$ cat config.mk
export PLATFORM = sky130hd
export DESIGN_NAME = ysyx_22041412_ifu
export DESIGN_NICKNAME = d
export VERILOG_FILES = /design/src/rtl/ysyx_22041412_ifu.sv
export SDC_FILE = /design/constraint.sdc
export NUM_CORES = 1
export LEC_CHECK = 0
export ABC_AREA = 1
export BUFFER_PORTS_ARGS = -buffer_cell sky130_fd_sc_hd__buf_2
export CORE_ASPECT_RATIO = 1.4
export CORE_MARGIN = 10
export CORE_UTILIZATION = 55
export CTS_CLUSTER_SIZE = 25
export DETAILED_ROUTE_END_ITERATION = 10
export MAX_ROUTING_LAYER = met4
export PLACE_DENSITY = 0.79
export SLEW_MARGIN = 20
export SYNTH_ARGS = -nofsm -noshare
export SYNTH_HDL_FRONTEND = slang
export SYNTH_SLANG_ARGS = --single-unit
$ cat constraint.sdc
create_clock -name clk -period 18.3 [get_ports clk]
set_clock_uncertainty 0.1 [all_clocks]
set_input_delay 4.575 -clock clk [delete_from_list [all_inputs] [get_ports clk]]
set_output_delay 4.575 -clock clk [all_outputs]
set_load 0.05 [all_outputs]
$ cat src/rtl/ysyx_22041412_ifu.sv
// Instruction fetch unit: one outstanding memory request, a small FIFO of
// fetched {pc, instr} pairs toward ID, and redirect handling with stale-response drain.
module ysyx_22041412_ifu #(
  parameter logic [63:0] RESET_PC = 64'h0000_0000_8000_0000,
  parameter int unsigned DEPTH    = 2
) (
  input  logic        clk,
  input  logic        rst,
  output logic        imem_req_valid,
  input  logic        imem_req_ready,
  output logic [63:0] imem_req_addr,
  input  logic        imem_rsp_valid,
  input  logic [31:0] imem_rsp_data,
  input  logic        redirect_valid,
  input  logic [63:0] redirect_pc,
  output logic        out_valid,
  input  logic        out_ready,
  output logic [63:0] out_pc,
  output logic [31:0] out_instr
);

  localparam int unsigned PW = $clog2(DEPTH);
  localparam int unsigned CW = PW + 1;
  localparam logic [CW-1:0] DEPTH_C = CW'(DEPTH);

  typedef enum logic [1:0] {S_RUN, S_WAIT, S_DRAIN} state_e;

  state_e        state_q, state_d;
  logic [63:0]   fetch_pc_q, fetch_pc_d;
  logic [63:0]   req_pc_q, req_pc_d;
  logic [63:0]   buf_pc_q    [DEPTH];
  logic [63:0]   buf_pc_d    [DEPTH];
  logic [31:0]   buf_instr_q [DEPTH];
  logic [31:0]   buf_instr_d [DEPTH];
  logic [PW-1:0] head_q, head_d, tail_q, tail_d;
  logic [CW-1:0] count_q, count_d;

  logic req_fire, push, pop, pending_after;

  assign req_fire = imem_req_valid && imem_req_ready;
  assign push     = (state_q == S_WAIT) && imem_rsp_valid && !redirect_valid;
  assign pop      = out_valid && out_ready && !redirect_valid;
  // A request is still in flight after this edge if one was just accepted,
  // or one was outstanding and its response has not arrived this cycle.
  assign pending_after = req_fire || ((state_q != S_RUN) && !imem_rsp_valid);

  always_ff @(posedge clk or posedge rst) begin
    if (rst) state_q <= S_RUN;
    else     state_q <= state_d;
  end

  always_comb begin
    state_d = state_q;
    if (redirect_valid) begin
      state_d = pending_after ? S_DRAIN : S_RUN;
    end else begin
      case (state_q)
        S_RUN:           if (req_fire)       state_d = S_WAIT;
        S_WAIT, S_DRAIN: if (imem_rsp_valid) state_d = S_RUN;
        default:                             state_d = S_RUN;
      endcase
    end
  end

  always_comb begin
    imem_req_valid = 1'b0;
    if (!rst && (state_q == S_RUN) && (count_q < DEPTH_C)) imem_req_valid = 1'b1;
    imem_req_addr = fetch_pc_q;
    out_valid     = (count_q != '0);
    out_pc        = buf_pc_q[head_q];
    out_instr     = buf_instr_q[head_q];
  end

  always_comb begin
    fetch_pc_d  = fetch_pc_q;
    req_pc_d    = req_pc_q;
    buf_pc_d    = buf_pc_q;
    buf_instr_d = buf_instr_q;
    head_d      = head_q;
    tail_d      = tail_q;
    count_d     = count_q;
    if (redirect_valid) begin
      fetch_pc_d = redirect_pc & ~64'h3;
      head_d     = '0;
      tail_d     = '0;
      count_d    = '0;
    end else begin
      if (req_fire) begin
        req_pc_d   = fetch_pc_q;
        fetch_pc_d = fetch_pc_q + 64'd4;
      end
      if (push) begin
        buf_pc_d[tail_q]    = req_pc_q;
        buf_instr_d[tail_q] = imem_rsp_data;
        tail_d              = tail_q + PW'(1);
      end
      if (pop) head_d = head_q + PW'(1);
      count_d = count_q + CW'(push) - CW'(pop);
    end
  end

  always_ff @(posedge clk or posedge rst) begin
    if (rst) begin
      fetch_pc_q <= RESET_PC;
      req_pc_q   <= '0;
      head_q     <= '0;
      tail_q     <= '0;
      count_q    <= '0;
      for (int i = 0; i < DEPTH; i++) begin
        buf_pc_q[i]    <= '0;
        buf_instr_q[i] <= '0;
      end
    end else begin
      fetch_pc_q  <= fetch_pc_d;
      req_pc_q    <= req_pc_d;
      head_q      <= head_d;
      tail_q      <= tail_d;
      count_q     <= count_d;
      buf_pc_q    <= buf_pc_d;
      buf_instr_q <= buf_instr_d;
    end
  end

endmodule

==> results.sh, run 1 <==
export IMPL_vias=14100
export IMPL_synth_cells=2068
export IMPL_slowest_delay_ns=0.31
export IMPL_critPathMaxFanout=3
export IMPL_synth_ff_latch_count=318
export IMPL_cts_buffers=30
export IMPL_antenna_found_initial=1
export IMPL_placementRows=72
export IMPL_setup_tns_ns=0
export IMPL_cts_sinks=318
export IMPL_hold_ws_ns=0.382
export IMPL_ioPinCount=264
export IMPL_dpl_hpwl_mm=33.1
export IMPL_critical_path_n_buffers_inverters=2
export IMPL_yosysSeqAreaShare_pct=51.1
export IMPL_period_share_pct=54.3
export IMPL_status="complete, no violations"
export IMPL_gr_total_overflow=0
export IMPL_final_cell_count_no_fill=2663
export IMPL_routed_wl_mm=46.8
export IMPL_postCtsResizedCells=0
export IMPL_relSlewSlack_pct=32.5
export IMPL_critical_path_arrival_ns=5.27
export IMPL_clk_pin_slew_ns=0.06
export IMPL_cp_required_ns=13.62
export IMPL_wl_per_cell_um=17.6
export IMPL_tritoncts="done"
export IMPL_crit_slowest_cell="buf_2"
export IMPL_setup_ws_ns=8.36
export IMPL_worst_slew_pin_slew_ns=1.01
export IMPL_ctsHoldBuffers=0
export IMPL_start_util_pct=56.2
export IMPL_htree_levels=1
export IMPL_synth_avg_cell_area_um2=7.53
export IMPL_layout_drive_gt1_share_pct=15.2
export IMPL_grt_pass1_vias=13800
export IMPL_synthDistinctLibCells=35
export IMPL_setup_viol=0
export IMPL_die_y_um=219
export IMPL_yosysWarnings=0
export IMPL_core_mm2=0.0277
export IMPL_start_kind="input pin"
export IMPL_synth_edf_count=0
export IMPL_synth_ff_type="dfrtp_1"
export IMPL_cp_cell_sequence="buf_2 > nor3_4 > buf_2"
export IMPL_vdd_ir_drop_worst_v=0.0000935
export IMPL_clock_latency_ns=0.57
export IMPL_p_leak_nw=9.53
export IMPL_post_place_ws_ns=8.36
export IMPL_portBuffers=257
export IMPL_nets=2376
export IMPL_drtAntennaViolNets=0
export IMPL_syn_cell_area_mm2=0.0156
export IMPL_grt_pass1_wl_mm=74.8
export IMPL_grt_start_max_net_pins=180
export IMPL_root_buffer="clkbuf_16"
export IMPL_die_area_mm2=0.0356
export IMPL_drtIter0Drc=1441
export IMPL_dp_cells=2605
export IMPL_die_w_um=162
export IMPL_cp_common_cell="buf_2"
export IMPL_place_gp_congestion=0.992
export IMPL_grtUsageTotal_pct=26.8
export IMPL_end_kind="primary output"
export IMPL_synth_async_reset_ratio_pct=100
export IMPL_cp_top_family="buffers and inverters"
export IMPL_path_class="in2out"
export IMPL_fin_util_pct=65.0
export IMPL_total_power_mw=2.93
export IMPL_place_area_mm2=0.0169
export IMPL_powerDensity_mw_per_mm2=162
export IMPL_hold_violations=0
export IMPL_min_path_type="reg2reg"
export IMPL_rsz0062_at_grt="false"
export IMPL_drc=0
export IMPL_fmax_ghz=0.101
export IMPL_final_area_mm2=0.0180
export IMPL_vias_per_cell=5.30
export IMPL_cts_max_path_buffers=3
export IMPL_drv_slew=0
export IMPL_cap_violations=0
export IMPL_dr_pass1_iters=6
export IMPL_min_period_ns=9.94
export IMPL_area_growth_pct=15.8
export IMPL_cts_setup_buffers=0
-- kinds of logic (layout without fill, tap and decap cells) --
group / after synthesis / count (layout) / share of synthesized area, %
AND/OR/NAND/NOR: 1066 / 1066 / 27.8
adder cells (fa/ha/maj): 5 / 5 / 0.402
flip-flops: 318 / 318 / 51.1
AO/OA/AOI/OAI: 344 / 344 / 11.4
XOR/XNOR: 11 / 11 / 0.618
buffers and inverters: 323 / 544 / 8.77
other: 1 / 5 / 0.0241
-- layer usage --
| metal | part of all wire, % | global-route usage [%] | routed length, um | vias up |
|---|---|---|---|---|
| li1 | - | - | - | 6874 |
| met1 | 42 | 34.3 | 19600 | 6646 |
| met2 | 49 | 43.1 | 22800 | 505 |
| met3 | 5.9 | 3.24 | 2770 | 87 |
| met4 | 3.4 | 9.60 | 1610 | 0 |
| met5 | 0 | - | 0 | - |
-- worst register-to-register path, stage by stage (launching register included) --
cell and delay (ns):
dfrtp_1 0.41, ha_1 0.22, nand2_1 0.08, inv_1 0.08, nand2_1 0.09, or2_4 0.33
buf_4 0.62, buf_4 0.88, nand2_1 0.17, o21ai_1 0.14
-- final timing paths --
check	startpoint	slack (ns)	end	cells past startpoint
worst min-delay path	buf_pc_q[41]	0.38	buf_pc_q[41]	2
worst max register to register	state_q[0]	15.11	buf_instr_q[55]	9
min in group asynchronous	rst	3.99	count_q[0]	2
max in group asynchronous	rst	12.72	req_pc_q[55]	3
worst min register to register	buf_pc_q[41]	0.38	buf_pc_q[41]	2
worst max-delay path	rst	8.36	imem_req_valid	3
-- final cells by class --
| class | instances | area (um2) |
|---|---|---|
| Sequential cell | 318 | 7960 |
| Clock buffer | 41 | 903 |
| Fill cell | 2455 | 9700 |
| Clock inverter | 14 | 171 |
| Timing Repair Buffer | 268 | 1420 |
| Antenna cell | 1 | 2.50 |
| Multi-Input combinational cell | 1430 | 6290 |
| Tap cell | 370 | 463 |
| Inverter | 221 | 837 |
-- cell usage after synthesis, types with 2 or more instances --
library cell	number	area (um2)
a21oi_1	37	185
buf_1	10	37.5
buf_2	21	105
buf_4	4	30.0
buf_6	15	169
clkbuf_1	52	195
dfrtp_1	317	7930
ha_1	5	62.6
inv_1	218	818
inv_2	2	7.51
nand2_1	745	2800
nand2_2	4	25.0
nand3_1	79	395
nand3_2	2	20.0
nand3b_1	30	225
nand4_1	15	93.8
nor2_1	182	683
nor2_4	4	45.0
o211ai_1	4	30.0
o21ai_0	169	846
o21ai_1	122	611
o21ai_2	6	52.6
o21bai_1	4	30.0
xnor2_1	2	17.5
xor2_1	9	78.8
-- cell usage in the layout (no fill, tap or decap), drive strengths merged, types with 5 or more instances in the layout --
cell type,Yosys,final
a21oi,37,37
buf,50,268
clkbuf,52,41
clkinv,1,6
dfrtp,317,317
ha,5,5
inv,220,224
nand2,749,749
nand3,81,81
nand3b,30,30
nand4,15,15
nor2,187,187
o21ai,297,297
xor2,9,9
-- power by group --
part           switching, mW  internal [mW]  total (mW)  leakage (nW)
sequential             0.155          0.957        1.11          4.04
clock                  0.278          0.390       0.667         0.530
combinational          0.872          0.280        1.15          4.96
total                   1.30           1.63        2.93          9.53
-- flip-flops by register name (all words and copies together) (netlist names) --
name,cells
buf_pc_q,124
buf_instr_q,64
imem_req_addr,62
req_pc_q,62
count_q,2
state_q,2
head_q,1
tail_q,1
(Power assumes the default switching activity.)
==> inputs of run 2 (changes only) <==
==> constraint.sdc (replaced) <==
create_clock -name clk -period 10.1 [get_ports clk]
set_clock_uncertainty 0.1 [all_clocks]
set_input_delay 2.525 -clock clk [delete_from_list [all_inputs] [get_ports clk]]
set_output_delay 2.525 -clock clk [all_outputs]
set_load 0.05 [all_outputs]
==> results.sh, run 2 (synthesized netlist as in run 1, its figures left out) <==
export IMPL_grt_start_max_net_pins=165
export IMPL_vias_per_cell=5.37
export IMPL_critical_path_arrival_ns=3.19
export IMPL_wl_met3_mm=2.77
export IMPL_vdd_ir_drop_worst_v=0.000162
export IMPL_most_common_layout_cells="nand2_1 (744), dfrtp_1 (316), buf_2 (257)"
export IMPL_gr_total_overflow=0
export IMPL_ioPinCount=264
export IMPL_cts_setup_buffers=0
export IMPL_post_place_ws_ns=3.92
export IMPL_grtUsageTotal_pct=26.5
export IMPL_postCtsResizedCells=0
export IMPL_tritoncts="done"
export IMPL_portBuffers=257
export IMPL_fmax_ghz=0.172
export IMPL_ctsHoldBuffers=0
export IMPL_cap_violations=0
export IMPL_r2r_start="state_q[0]"
export IMPL_setup_viol=0
export IMPL_die_y_um=219
export IMPL_drtAntennaViolNets=0
export IMPL_core_mm2=0.0277
export IMPL_relSlewSlack_pct=32.4
export IMPL_start_util_pct=56.2
export IMPL_start_kind="input pin"
export IMPL_critPathLaunch="rst"
export IMPL_powerDensity_mw_per_mm2=299
export IMPL_wl_per_cell_um=17.6
export IMPL_die_w_um=162
export IMPL_cts_max_path_buffers=3
export IMPL_dr_pass1_iters=7
export IMPL_fin_util_pct=65.2
export IMPL_worst_slew_pin_slew_ns=1.01
export IMPL_drtIter0Drc=1587
export IMPL_min_period_ns=5.82
export IMPL_reg_largest_list="buf_pc_q x124, buf_instr_q x64"
export IMPL_hold_ws_ns=0.385
export IMPL_dr_max_layer_used="met4"
export IMPL_total_power_mw=5.41
export IMPL_cts_buffers=30
export IMPL_nets=2375
export IMPL_root_buffer="clkbuf_16"
export IMPL_setup_ws_ns=4.28
export IMPL_path_class="in2out"
export IMPL_status="complete, no violations"
export IMPL_cts_sinks=318
export IMPL_final_common_cell="nand2_1"
export IMPL_area_growth_pct=16.1
export IMPL_grt_pass1_vias=13700
export IMPL_place_gp_congestion=0.960
export IMPL_largest_reg_flops=124
export IMPL_hold_violations=0
export IMPL_regMostFlops="buf_pc_q"
export IMPL_wl_met2_mm=22.7
export IMPL_routed_wl_mm=46.8
export IMPL_htree_levels=1
export IMPL_cp_required_ns=7.48
export IMPL_min_path_type="reg2reg"
export IMPL_layout_drive_gt1_share_pct=15.1
export IMPL_hp_start="buf_instr_q[48]"
export IMPL_drc=0
export IMPL_vias=14300
export IMPL_end_kind="primary output"
export IMPL_clock_latency_ns=0.57
export IMPL_antenna_found_initial=0
export IMPL_met1_length_mm=19.3
export IMPL_critPathMaxFanout=3
export IMPL_setup_tns_ns=0
export IMPL_drv_slew=0
export IMPL_clk_pin_slew_ns=0.06
export IMPL_die_area_mm2=0.0356
export IMPL_period_share_pct=57.6
export IMPL_rsz0062_at_grt="false"
export IMPL_dpl_hpwl_mm=32.5
export IMPL_placementRows=72
export IMPL_antenna_cells=0
export IMPL_p_leak_nw=9.54
export IMPL_grt_pass1_wl_mm=74.0
==> run 2: area by class of cell <==
| type | instances | area [um2] |
|---|---|---|
| Multi-Input combinational cell | 1430 | 6290 |
| Sequential cell | 318 | 7960 |
| Timing Repair Buffer | 267 | 1410 |
| Fill cell | 2460 | 9650 |
| Clock buffer | 40 | 860 |
| Tap cell | 370 | 463 |
| Clock inverter | 15 | 284 |
| Inverter | 221 | 833 |
==> run 2: path summary, 6_finish.rpt <==
| path | end | slack [ns] | cells past startpoint |
|---|---|---|---|
| worst max-delay path | imem_req_valid | 4.28 | 3 |
| worst min-delay path | buf_instr_q[48] | 0.38 | 2 |
| worst max register to register | buf_pc_q[94] | 6.76 | 9 |
| worst min register to register | buf_instr_q[48] | 0.38 | 2 |
| max in group asynchronous | buf_pc_q[106] | 6.38 | 4 |
| min in group asynchronous | buf_pc_q[80] | 2.04 | 3 |
==> run 2: layer usage <==
metal	track usage [%]	up-vias
met3	2.85	114
met5	-	-
met4	12.1	0
met2	41.7	560
li1	-	6868
met1	34.0	6742
==> run 2: critical path, cell delays in order <==
cell	delay [ns]
buf_2	0.13
nor3_4	0.23
buf_2	0.31
==> run 2: power breakdown <==
part           internal (mW)  switching, mW
Clock                  0.801          0.497
Combinational          0.508           1.58
Sequential              1.74          0.282
Total                   3.04           2.36
==> run 2: metrics by stage <==
step	std cells	cell area [um2]
5_1_grt	2661	18100
3_5_place_dp	2605	16900
4_1_cts	2660	18100
3_3_place_gp	2605	16900
2_1_floorplan	2071	15600
6_report	2661	18100
